--- src/rtl/batch_accumulator.sv ---
// batch_accumulator: sequential reduction stage behind the 32-bit adder datapath.
// It accumulates a stream of WIDTH-bit words into a running sum. A batch closes after COUNT
// words or on a handshaken in_last. The block then presents the sum, the word count and a
// sticky carry flag until downstream accepts them.
//
// Optional build macro: BATCH_ACC_SATURATE_EN
//   defined   -> the accumulator saturates to all-ones on carry out
//   undefined -> the accumulator wraps modulo 2^WIDTH (default)
//
// Ports:
//   clk        rising-edge clock
//   rst_n      asynchronous active-low reset
//   in_valid   upstream word present
//   in_ready   high while accumulating (ACC state)
//   in_data    operand word
//   in_last    closes the batch early; only honoured together with a handshake
//   out_valid  batch result present (HOLD state)
//   out_ready  downstream accepts the result
//   out_sum    batch sum
//   out_count  number of words in the batch
//   out_cout   sticky carry out of bit WIDTH-1 seen during the batch
module batch_accumulator #(
  parameter int unsigned WIDTH = 32,
  parameter int unsigned COUNT = 16
) (
  input  logic                           clk,
  input  logic                           rst_n,
  input  logic                           in_valid,
  output logic                           in_ready,
  input  logic [WIDTH-1:0]               in_data,
  input  logic                           in_last,
  output logic                           out_valid,
  input  logic                           out_ready,
  output logic [WIDTH-1:0]               out_sum,
  output logic [$clog2(COUNT+1)-1:0]     out_count,
  output logic                           out_cout
);

  localparam int unsigned CntW = $clog2(COUNT + 1);

  typedef enum logic [0:0] {StAcc, StHold} state_e;

  state_e            state_q, state_d;
  logic [WIDTH-1:0]  acc_q, acc_d;
  logic [CntW-1:0]   cnt_q, cnt_d;
  logic              cflag_q, cflag_d;

  logic [WIDTH:0]    sum;
  logic [CntW:0]     cnt_inc;
  logic              in_fire;
  logic              batch_close;

  assign sum         = {1'b0, acc_q} + {1'b0, in_data};
  assign cnt_inc     = {1'b0, cnt_q} + (CntW + 1)'(1);
  assign in_fire     = in_valid & in_ready;
  assign batch_close = in_last | (cnt_inc == (CntW + 1)'(COUNT));

  always_comb begin
    state_d = state_q;
    acc_d   = acc_q;
    cnt_d   = cnt_q;
    cflag_d = cflag_q;
    unique case (state_q)
      StAcc: begin
        if (in_fire) begin
`ifdef BATCH_ACC_SATURATE_EN
          // Once saturated, any nonzero add carries again, so acc stays all-ones.
          acc_d = sum[WIDTH] ? {WIDTH{1'b1}} : sum[WIDTH-1:0];
`else
          acc_d = sum[WIDTH-1:0];
`endif
          cnt_d   = cnt_inc[CntW-1:0];
          cflag_d = cflag_q | sum[WIDTH];
          if (batch_close) state_d = StHold;
        end
      end
      StHold: begin
        if (out_ready) begin
          acc_d   = '0;
          cnt_d   = '0;
          cflag_d = 1'b0;
          state_d = StAcc;
        end
      end
      default: state_d = StAcc;
    endcase
  end

  always_ff @(posedge clk or negedge rst_n) begin
    if (!rst_n) begin
      state_q <= StAcc;
      acc_q   <= '0;
      cnt_q   <= '0;
      cflag_q <= 1'b0;
    end else begin
      state_q <= state_d;
      acc_q   <= acc_d;
      cnt_q   <= cnt_d;
      cflag_q <= cflag_d;
    end
  end

  // All outputs come straight from state; no input-to-output combinational path.
  assign in_ready  = (state_q == StAcc);
  assign out_valid = (state_q == StHold);
  assign out_sum   = acc_q;
  assign out_count = cnt_q;
  assign out_cout  = cflag_q;

endmodule
--- config.mk ---
export PLATFORM = sky130hd
export DESIGN_NAME = batch_accumulator
export DESIGN_NICKNAME = d
export VERILOG_FILES = /design/src/rtl/batch_accumulator.sv
export SDC_FILE = /design/constraint.sdc
export NUM_CORES = 1
export LEC_CHECK = 0
export CAP_MARGIN = 20
export CORE_UTILIZATION = 55
export CTS_CLUSTER_DIAMETER = 30
export DETAILED_ROUTE_END_ITERATION = 8
export PLACE_DENSITY = 0.91
export SYNTH_ARGS = -nofsm -noshare
export SYNTH_HDL_FRONTEND = slang
export SYNTH_SLANG_ARGS = --single-unit
--- constraint.sdc ---
create_clock -name clk -period 5.5 [get_ports clk]
set_input_delay 0.825 -clock clk [delete_from_list [all_inputs] [get_ports clk]]
set_output_delay 0.825 -clock clk [all_outputs]
set_load 0.02 [all_outputs]
---- Word-level counts from Yosys, hierarchy flattened ----
Index checks and enable logic that the tools add are counted.
cells by class
  add/subtract/negate cells ............... 2
  eq/ne operators ......................... 3
  muxes and demuxes ....................... 13
  bitwise operators ....................... 4
  reduce and logical (&&, ||, !) cells .... 1
operator list
  operator                                                count
  2-to-1 mux 32 bit                                       2
  one-hot mux 32 bit (2 select lines)                     1
  adder 32 x 32 -> 33 bit                                 1
  2-to-1 mux 5 bit                                        2
  one-hot mux 5 bit (2 select lines)                      1
  adder 5 x 1 -> 6 bit (second input constant)            1
  equality test 6 x 5 -> 1 bit (second input constant)    1
  2-to-1 mux 1 bit                                        5
  one-hot mux 1 bit (2 select lines)                      2
  inequality test 2 x 1 -> 1 bit (second input constant)  1
  inequality test 2 bit (second input constant)           1
  OR 1 bit                                                2
  AND reduction 2 bit                                     1
  AND 1 bit                                               1
  NOT 1 bit                                               1
storage, ports and cells
  bits in registers ....................... 39
  input bits .............................. 37
  output and inout bits ................... 40
  logic and storage cells ................. 27

---- Depth between registers and ports, before layout ----
  depth after elaboration ................. 6
  mapped depth ............................ 10
  mapped depth without buffers ............ 10

---- Worst setup path before layout ----
OpenSTA, ideal clock, no wires.
  path type ............................... input -> register
  start point ............................. input port in_data[0]
  end point ............................... register acc_q[20] (netlist: out_sum[20])
  setup time .............................. 122 ps
  arrival ................................. 2837 ps
  data required time ...................... 5378 ps
  slack ................................... 2541 ps
  stages .................................. 10
  buffers on the path ..................... 0
  cell sequence ........................... ha_1 inv_1 fa_1 and2b_1 o211ai_4 a2111oi_4 o22ai_2 a211oi_1 o21ai_0 a32o_1
on the way
  cells in the longest elaborated chain, start to end .. 3
RTL lines
  what                                 RTL line  source
  start, declared                      30        input logic [WIDTH-1:0] in_data,
  adder 32 x 32 -> 33 bit              53        assign sum = {1'b0, acc_q} + {1'b0, in_data};
  2-to-1 mux 32 bit                    65        if (in_fire) begin
  one-hot mux 32 bit (2 select lines)  63        unique case (state_q)
  end signal, assigned                 92        acc_q <= '0;
  end signal, assigned                 97        acc_q <= acc_d;
  end, declared                        44        logic [WIDTH-1:0] acc_q, acc_d;
No other way between the ends. The select of a mux whose other input is x is not followed.
A chain may end at the register's enable or synchronous reset.

---- Final worst setup path ----
Ends and elaborated chain as after synthesis.

==> summary.md <==
| Metric | Value |
|---|---|
| Pins Over Slew Limit | 0 |
| RePlAce Congestion | 0.876 |
| Ports | 77 |
| Synth Area in Adders | 0.130 |
| Pre-CTS setup slack | 1.87 ns |
| CTS root buf | clkbuf_8 |
| FILL cells | 442 |
| Worst Setup Slack, final | 2.16 ns |
| Combined area of the multi-input logic cells | 2230 µm² |
| 1st-iter DRT viols | 257 |
| Final hold violations | 0 |
| Post-cts resize count | 0 |
| Worst VDD drop | 334 µV |
| Cell count after synthesis | 394 |
| Post-Synth XOR/XNOR Area | 0.0579 |
| Hold_sp | out_sum[23]$_DFFE_PN0P_ |
| Mapped Nets | 465 |
| Mux share of post-synthesis cell area | 0.00602 |
| DR vias | 3352 |
| Post-route DRC | 0 |
| Pin count of the biggest net entering global routing | 40 |
| CP Launch Type | input pin |
| Compound-Gate Fraction of Synth Area | 0.295 |
| Core Rows | 27 |
| Die Height | 79.8 µm |
| Sum Neg Setup Slack | 0 ns |
| Worst reg2reg setup slack | 2.72 ns |
| Clock Power Share | 0.121 |
| Final core occ | 0.752 |
| PortBufs | 76 |
| Switching Fraction | 0.468 |
| Fin Hold WS | 0.518 ns |
| EDFF count, synth | 0 |
| Static Leak | 1.89 nW |
| Post-DRT Antenna Nets | 0 |
| First-pass GRT wire length | 14.6 mm |
| Post-synth ARST share | 1.00 |
| Die area | 6370 µm² |
| CP max stage delay | 0.46 ns |
| Initial Util | 0.586 |
| Worst slew margin | 0.365 |
| Worst EP arrival | 3.54 ns |
| Crit path cell chain | clkdlybuf4s50_1 > ha_1 > inv_1 > fa_1 > and2b_1 > o211ai_4 > a2111oi_4 > o22ai_2 > a211oi_1 > o21ai_0 > a32o_1 |
| Worst-case reg-to-reg path depth | 10 |
| Vias in the first global route | 3157 |
| P_int | 0.00130 W |
| CTS H-tree lvls | 2 |
| Total setup buffers inserted after CTS | 0 |
| Max_cap viols | 0 |
| Flop pwr share | 0.214 |
| P_sw | 0.00114 W |
| Final setup viols | 0 |
| Total clock sinks | 39 |
| Number of synthesized register bits | 39 |
| Total global-route track usage | 0.293 |
| RR Startpoint | out_sum[0]$_DFFE_PN0P_ |
| FF/Latch Area | 976 µm² |
| Grt ovf | 0 |
| Syn Std Cell Area | 3330 µm² |
| First-pass iteration count of the detailed router | 7 |
| Drt wl/cell | 16.4 µm |
| Die W | 79.8 µm |
| Post-synthesis simple-gate area fraction | 0.177 |
| Mean Syn Cell Area | 8.45 µm² |
| Crit path from | in_data[0] |
| Area delta synth->final | 28.3% |
| Warning count from the yosys run | 0 |
| CP max FO | 4 |
| Pwr per Cell Area | 573 nW/µm² |
| Clk_lat worst skew | 0.31 ns |
| Hold Crit Depth | 2 |
| RSZ-0062 raised after global routing | no |
| Antenna violations before repair | 0 |
| Post-DP HPWL | 6.44 mm |
| Ant. Diodes | 0 |
| Clock skew | 0.00860 ns |
| HP Class | reg2reg |
| Clk buf depth | 2 |
| CTS Hold Bufs | 0 |
| NumNets Final | 531 |
| Vias per cell | 6.29 |
| Core ar. | 5680 µm² |
| Status | finished, final reports clean |
| Worst setup EP type | flop |
| Fin crit share | 0.608 |
| TritonCTS clock tree | yes |
| Share of cells above drive strength 1 | 0.0564 |
| Sequential element share of the synthesized area | 0.293 |
| Largest family of logic cells by synthesized area | compound AO/OA/AOI/OAI gates |
| Reg clk slew, reported paths | 0.09 ns |
| Cell variety after synth | 57 |
| Critical Path RT | 5.69 ns |
| CP max stage cell | clkdlybuf4s50_1 |
| Num CTS Buffers | 5 |
| Ys flop type | dfrtp_1 |
| WL final | 8.77 mm |
| Comb power frac | 0.665 |
| Hold EP | out_sum[23]$_DFFE_PN0P_ |
| Slew @ Worst Pin | 0.950 ns |
| Tmin final | 3.34 ns |
| FMAX | 299 MHz |
| WS Path Type | in2reg |
| RR Endpoint | out_sum[20]$_DFFE_PN0P_ |
==> cell usage after synthesis (2+ instances only) <==
library cell | n | area share
a211o_1 | 4 | 0.011
a211oi_1 | 2 | 0.0045
a21boi_1 | 2 | 0.0045
a21o_1 | 13 | 0.029
a21oi_1 | 28 | 0.042
a21oi_2 | 4 | 0.011
a221oi_1 | 2 | 0.0053
a22o_1 | 4 | 0.011
a31o_2 | 3 | 0.0079
a31oi_1 | 7 | 0.013
a32o_1 | 2 | 0.0060
and2_1 | 4 | 0.0075
and3_1 | 6 | 0.011
buf_2 | 4 | 0.0060
clkbuf_1 | 13 | 0.015
dfrtp_1 | 39 | 0.29
ha_1 | 33 | 0.12
inv_1 | 12 | 0.014
mux2i_1 | 2 | 0.0060
nand2_1 | 45 | 0.051
nand2b_1 | 5 | 0.0094
nand3_1 | 18 | 0.027
nand4_1 | 7 | 0.013
nor2_1 | 16 | 0.018
nor2b_1 | 4 | 0.0075
nor3_1 | 5 | 0.0075
o2111ai_1 | 4 | 0.011
o21a_1 | 3 | 0.0068
o21ai_0 | 26 | 0.039
o21ai_1 | 18 | 0.027
o21ai_2 | 2 | 0.0053
o21bai_1 | 3 | 0.0068
o22ai_1 | 2 | 0.0038
o31a_1 | 2 | 0.0053
o31ai_1 | 3 | 0.0068
or3_1 | 4 | 0.0075
or4_1 | 3 | 0.0068
xnor2_1 | 8 | 0.021
xor2_1 | 14 | 0.037
==> layer usage <==
metal,GRT usage,share of wire,vias up
li1,-,-,1595
met1,0.391,0.45,1590
met2,0.488,0.47,148
met3,0.0389,0.068,19
met4,0.0929,0.019,0
met5,0,0,-
==> cells by family (layout without fill, tap and decap cells) <==
group	Yosys count	count (layout)
compound gates	144	144
xor+xnor	22	22
flops	39	39
fa+ha+maj	34	34
simple gates	122	122
mux	2	2
buf+inv	31	98
==> final cells by class <==
type,count,area share
clock buffers,5,0.0161
clock inverters,3,0.0158
inverters,12,0.0106
multi-input cells,324,0.523
flip-flops and latches,39,0.229
well taps,72,0.0211
repair buffers,78,0.185
==> power by group through the flow <==
| stage | combinational (W) | clock [W] | sequential, W |
|---|---|---|---|
| finish | 0.00163 | 0.000297 | 0.000522 |
| global route | 0.00178 | 0.000311 | 0.000537 |
| CTS | 0.00161 | 0.000299 | 0.000521 |
| detailed placement | 0.00160 | 0 | 0.000525 |
| global placement | 0.00156 | 0 | 0.000518 |
| floorplan | 0.000977 | 0 | 0.000651 |
==> cell usage in the layout, fill, tap and decap left out, types with 12 or more instances in the layout <==
| cell | count |
|---|---|
| a21o_1 | 13 |
| a21oi_1 | 27 |
| clkdlybuf4s50_1 | 75 |
| dfrtp_1 | 39 |
| ha_1 | 33 |
| inv_1 | 12 |
| nand2_1 | 45 |
| nand3_1 | 18 |
| nor2_1 | 16 |
| o21ai_0 | 26 |
| o21ai_1 | 18 |
| xor2_1 | 14 |
==> per-stage QoR <==
step	total power, W	cells	instance area (µm²)
2_1_floorplan	0.00163	394	3330
3_3_place_gp	0.00208	524	4110
3_5_place_dp	0.00212	524	4110
4_1_cts	0.00243	532	4240
5_1_grt	0.00263	533	4270
6_report	0.00245	533	4270
==> worst max-delay path by stage <==
stage               slack [ns]                      end
floorplan                 2.54  out_sum[20]$_DFFE_PN0P_
global placement          1.95  out_sum[20]$_DFFE_PN0P_
detailed placement        1.87  out_sum[20]$_DFFE_PN0P_
CTS                       2.19  out_sum[20]$_DFFE_PN0P_
global route              1.93  out_sum[20]$_DFFE_PN0P_
finish                    2.16  out_sum[20]$_DFFE_PN0P_
==> critical path, delay by kind of cell <==
family / cells / cell delay, ns
buf+inv: 2 / 0.51
fa+ha+maj: 2 / 0.55
compound gates: 6 / 1.37
simple gates: 1 / 0.27
==> registers in the layout, indices dropped and copies added, names as in the netlist <==
signal	cells
out_count	5
out_cout	1
out_sum	32
out_valid	1
Note: power is estimated with default switching activity, not from simulation.
